[config.mk]
export PLATFORM = sky130hd
export DESIGN_NAME = ram_arbiter
export DESIGN_NICKNAME = d
export VERILOG_FILES = /design/src/rtl/soc_pkg.sv /design/src/rtl/rr_arbiter2.sv /design/src/rtl/ram_arbiter.sv
export SDC_FILE = /design/constraint.sdc
export NUM_CORES = 1
export LEC_CHECK = 0
export CORE_ASPECT_RATIO = 1.75
export CORE_UTILIZATION = 33
export DETAILED_ROUTE_END_ITERATION = 10
export PLACE_DENSITY_LB_ADDON = 0.12
export SLEW_MARGIN = 30
export SYNTH_ARGS = -nofsm -noshare
export SYNTH_HDL_FRONTEND = slang
export SYNTH_HIERARCHICAL = 1
export SYNTH_SLANG_ARGS = --single-unit
[constraint.sdc]
create_clock -name clk -period 2.8 [get_ports clk]
set_input_delay 0.7 -clock clk [delete_from_list [all_inputs] [get_ports clk]]
set_output_delay 0.7 -clock clk [all_outputs]
set_load 0.02 [all_outputs]
[src/rtl/soc_pkg.sv]
// Shared SoC definitions: arbiter port identities and block RAM geometry.
package soc_pkg;

    typedef enum logic {
        ARB_CPU    = 1'b0,
        ARB_LOADER = 1'b1
    } arb_port_t;

    localparam int RAM_WORDS      = 16384;
    localparam int RAM_ADDR_WIDTH = 14;

endpackage

[src/rtl/rr_arbiter2.sv]
// Two-requester arbiter. With ARBITER_ROUND_ROBIN_EN defined the favoured
// port alternates after every contested grant (port 0 favoured out of reset);
// otherwise port 1 (loader) always wins a contest.
module rr_arbiter2
    import soc_pkg::*;
(
    input  logic       clk,
    input  logic       reset,
    input  logic [1:0] req,
    output logic [1:0] grant
);

    arb_port_t favour;
    logic      contested;

    // Uncontested requests pass straight through; a contest goes to the favourite
    always_comb begin
        contested = req[0] & req[1];
        grant     = req;
        if (contested) begin
            grant = (favour == ARB_LOADER) ? 2'b10 : 2'b01;
        end
    end

`ifdef ARBITER_ROUND_ROBIN_EN
    // Hand the favour to the losing port after each contested grant
    always_ff @(posedge clk or posedge reset) begin
        if (reset) begin
            favour <= ARB_CPU;
        end else if (contested) begin
            favour <= (favour == ARB_CPU) ? ARB_LOADER : ARB_CPU;
        end
    end
`else
    // Fixed priority: the loader is permanently the favourite
    always_ff @(posedge clk or posedge reset) begin
        if (reset) begin
            favour <= ARB_LOADER;
        end else begin
            favour <= ARB_LOADER;
        end
    end
`endif

endmodule

[src/rtl/ram_arbiter.sv]
// Shares the single-port block RAM between the CPU bus (port 0) and the
// loader/DMA master (port 1). One access per cycle, read data returned two
// cycles after the strobe. Arbitration policy selected by ARBITER_ROUND_ROBIN_EN.
module ram_arbiter
    import soc_pkg::*;
#(
    parameter  int ADDR_WIDTH = RAM_ADDR_WIDTH,
    parameter  int DATA_WIDTH = 32,
    localparam int MASK_W     = DATA_WIDTH / 8
) (
    input  logic                  clk,
    input  logic                  reset,
    input  logic [ADDR_WIDTH-1:0] m0_addr,
    input  logic [DATA_WIDTH-1:0] m0_wdata,
    input  logic [MASK_W-1:0]     m0_wmask,
    input  logic                  m0_rstrb,
    output logic [DATA_WIDTH-1:0] m0_rdata,
    output logic                  m0_rbusy,
    output logic                  m0_wbusy,
    input  logic [ADDR_WIDTH-1:0] m1_addr,
    input  logic [DATA_WIDTH-1:0] m1_wdata,
    input  logic [MASK_W-1:0]     m1_wmask,
    input  logic                  m1_rstrb,
    output logic [DATA_WIDTH-1:0] m1_rdata,
    output logic                  m1_rbusy,
    output logic                  m1_wbusy,
    output logic [ADDR_WIDTH-1:0] ram_addr,
    output logic [DATA_WIDTH-1:0] ram_wdata,
    output logic [MASK_W-1:0]     ram_wmask,
    input  logic [DATA_WIDTH-1:0] ram_rdata
);

    logic [1:0]            rstrb, rpend, rreq, wreq, req;
    logic [1:0]            grant, wgrant, rgrant;
    logic [ADDR_WIDTH-1:0] last_addr;
    logic                  rd_valid;
    arb_port_t             rd_port;

    // A write outranks a read on the same port; the read then stays pending
    always_comb begin
        rstrb  = {m1_rstrb, m0_rstrb};
        wreq   = {|m1_wmask, |m0_wmask};
        rreq   = rstrb | rpend;
        req    = rreq | wreq;
        wgrant = grant & wreq;
        rgrant = grant & ~wreq;
    end

    rr_arbiter2 u_arb (
        .clk   (clk),
        .reset (reset),
        .req   (req),
        .grant (grant)
    );

    // Granted port drives the RAM; idle cycles keep the last address and never write
    always_comb begin
        ram_addr  = last_addr;
        ram_wdata = '0;
        ram_wmask = '0;
        if (grant[1]) begin
            ram_addr  = m1_addr;
            ram_wdata = m1_wdata;
            if (wreq[1]) ram_wmask = m1_wmask;
        end else if (grant[0]) begin
            ram_addr  = m0_addr;
            ram_wdata = m0_wdata;
            if (wreq[0]) ram_wmask = m0_wmask;
        end
    end

    // Pending reads, read-pipeline tag and held address
    always_ff @(posedge clk or posedge reset) begin
        if (reset) begin
            rpend     <= '0;
            rd_valid  <= 1'b0;
            rd_port   <= ARB_CPU;
            last_addr <= '0;
        end else begin
            rpend    <= rreq & ~rgrant;
            rd_valid <= |rgrant;
            if (|rgrant) rd_port <= rgrant[1] ? ARB_LOADER : ARB_CPU;
            if (|grant) last_addr <= ram_addr;
        end
    end

    // Capture RAM output into the requesting port's read register
    always_ff @(posedge clk or posedge reset) begin
        if (reset) begin
            m0_rdata <= '0;
            m1_rdata <= '0;
        end else if (rd_valid) begin
            if (rd_port == ARB_LOADER) m1_rdata <= ram_rdata;
            else                       m0_rdata <= ram_rdata;
        end
    end

    // Busy handshakes follow the live requests plus the in-flight read
    always_comb begin
        m0_rbusy = rstrb[0] | rpend[0] | (rd_valid & (rd_port == ARB_CPU));
        m1_rbusy = rstrb[1] | rpend[1] | (rd_valid & (rd_port == ARB_LOADER));
        m0_wbusy = wreq[0] & ~wgrant[0];
        m1_wbusy = wreq[1] & ~wgrant[1];
    end

endmodule

==> impl_metrics.toml <==
[global_route]
initial_antenna_violation_count = 1
grt.overflow.total = 0
grt_max_degree = 83
grt_pass1_wl_um = 20200
grt_use_total_pct = 21.6
grt_pass1_vias = 3727

[route]
drc = 29
routedWlPerCell_um = 18.5
drt-vias-per-instance = 4.93
initial_drc_count = 93
via_count = 3467
ant_nets = 0
total_wirelength_um = 13000
first_pass_drt_iterations = 7

[final_layout]
multi_input_comb_area_um2 = 1840
area_delta_synth_final_pct = 91.4
n_fill_cell = 925
seq_area_um2 = 2050
layout.cells.non_filler = 703
final_nets = 698
layout-drive-gt1-share_pct = 36.9
fin_util_pct = 64.7

[logic_synthesis]
synth.top_cell.area_share_pct = 52.7
ys_types = 22
yosys_synthesis_warning_count = 6
yosys-top-cells-area = "dfrtp_1 53%, mux2_4 11%, mux2_2 10%"
synth_cells = 282
yosys.cell_count.top_type = "dfrtp_1"
post-synth-top-area-cell = "dfrtp_1"
synth-async-reset-ratio_pct = 100
mappedNetlistNets = 418
yosys-top-cells-count = "82 x dfrtp_1, 37 x a22o_1, 35 x mux2_2"
summed_instance_area_of_the_synthesized_netlist_um2 = 3890
synth_edf_count = 0
average_cell_area_after_synthesis_um2 = 13.8
postSynthRegisterBits = 82
yosys_most_used_dff = "dfrtp_1"
synth.yosys.seq_area_share_pct = 52.7

[floorplan]
initial_core_util_pct = 33.8
core.rowCount = 52
design.portCount = 254
die-height_um = 146
die_width_um = 84.1
floorplan_core_area_um2 = 11500
design.die.area_um2 = 12200

[clocking]
worst_setup_hold_path_clk_slew_ns = 0.05
root_buffer = "clkbuf_16"
tritoncts.num_buffers = 9
clk_latency_ns = 0.33
tritoncts = "done"
max-clock-path-buffers = 2
h_tree_level_count = 3
clock_sinks = 82

[setup_path]
cpMaxStageDelayCell = "nor4_4"
critical_path.top_delay_family = "simple AND/OR/NAND/NOR gates"
path_cells = "buf_8, nor4_4, nand2_2, nor2b_4, nor2b_4, buf_6, buf_12, buf_8, buf_6, a22o_1, buf_6"
worst-path-buf-inv = 6
critical_path.most_common_cell = "buf_6"
type_of_element_launching_the_critical_path = "input port"
required_ns = 2.10
critical_path_peak_fanout = 4
path_class = "in -> out"
timing.critical_path.to_type = "primary output"
crit_arrival_ns = 2.21
crit_path_max_incr_delay_ns = 0.30

[run]
max_cap_viol_count = 0

[placement]
io_buffers = 253
globalplace.congestion = 0.851
place_hpwl_um = 9490
pre_cts_slack_ns = -0.867
place.detailed.instances = 665

[sta]
max_freq_mhz = 344
tightest_slew_ns = 0.623
hold_violations = 0
final_slew_viol_count = 0
clock-skew-final_ns = 0.00479
post-route-period-util_pct = 104
setup_viols_final = 28
setup_repair_after_global_routing_missed_its_margin = "yes"
timing.max_slew.rel_slack_pct = 58.5
finalWorstSetupSlack_ns = -0.111
finalWorstPathRequiredPeriod_ns = 2.91

[outcome]
outcome = "complete, but fails checks"
violations = "design-rule violations, negative setup slack"

[pwr]
vdd_drop_max_uv = 327
totalPowerFinal_mw = 4.75
leakagePower_nw = 3.23
power.density_cell_area_nw_per_um2 = 638

[worst_hold_path]
worstHoldPathType = "reg -> reg"
[metrics by stage]
stage	hold WS (ns)	TNS (ns)	cell area, um2
after CTS	0.506	-1.52	7080
after global routing	0.520	-6.72	7450
after floorplan	0.489	0	3900
after detailed placement	0.493	-39.55	6560
final	0.504	-1.21	7450
after global placement	0.487	-38.86	6560
[what timing repair did]
action / 4_1_cts / 5_1_grt
buffers inserted: 12 / 4
cloned: 4 / 1
hold buffers: 0 / 0
setup endpoints to repair: 52 / 52
pin swaps: 14 / 12
resized for setup: 295 / 82
[worst reg2reg max path: stages (launching register included)]
cell and delay (ns):
dfrtp_1 0.38, nor2_2 0.14, nand2_2 0.09, nor2b_4 0.14
buf_6 0.14, buf_16 0.15, mux2i_2 0.24, buf_4 0.14
o21ai_0 0.06
[placed cells by master (no fill, tap or decap), types with 3 or more instances in the layout]
cell,netlist,final
dfrtp_1,82,82
o21ai_1,0,8
bufinv_16,0,3
o21ai_0,28,14
o21ai_2,0,6
buf_12,3,5
buf_16,0,4
clkbuf_16,0,10
mux2_4,29,29
mux2_2,35,35
a22o_4,0,3
buf_6,7,51
buf_4,0,25
a22o_1,37,34
clkdlybuf4s50_1,0,191
nand2_1,21,20
mux2i_4,0,12
buf_2,5,8
[where the power goes]
part / switching, mW / total [mW] / internal (mW)
logic: 0.730 / 1.74 / 1.01
clock network: 0.459 / 1.38 / 0.921
registers: 0.159 / 1.63 / 1.47
total: 1.35 / 4.75 / 3.40
[flip-flops by register name (all words and copies together) (netlist names)]
name / cells
rpend: 2
m1_rdata: 32
m0_rdata: 32
last_addr: 14
rd_valid: 1
rd_port: 1
[layer usage]
layer / track usage, % / up-vias / wire length (um)
met5: 0 / - / 0
met4: 9.83 / 0 / 435
met3: 5.56 / 23 / 1090
met2: 40.5 / 184 / 7320
met1: 21.8 / 1672 / 4180
li1: - / 1588 / -
[path summary, 6_finish.rpt]
kind	slack, ns	depth (start not counted)	from	to
min	0.50	1	m1_rdata[0]	m1_rdata[0]
max in group asynchronous	1.59	3	reset	m1_rdata[15]
min reg2reg	0.50	1	m1_rdata[0]	m1_rdata[0]
max	-0.11	11	m1_wmask[0]	ram_wdata[5]
max reg2reg	1.19	8	rpend[1]	last_addr[9]
min in group asynchronous	0.79	3	reset	m1_rdata[25]
[layout make-up]
cell class              instances  area share (%)
clock inverters                 4            1.31
diodes                          1          0.0336
repair buffers                292            40.6
inverters                       1           0.101
multi-input cells             176            24.7
clock buffers                  12            3.44
flip-flops and latches         82            27.6
well taps                     135            2.27
[cells by family after synthesis]
| group | after synthesis | synth area share (%) |
|---|---|---|
| buffers and inverters | 24 | 5.85 |
| DFF | 82 | 52.7 |
| muxes | 78 | 24.9 |
| and+or+nand+nor | 31 | 4.31 |
| AOI/OAI and AO/OA | 67 | 12.2 |
Power figures use the tool's default switching activity.
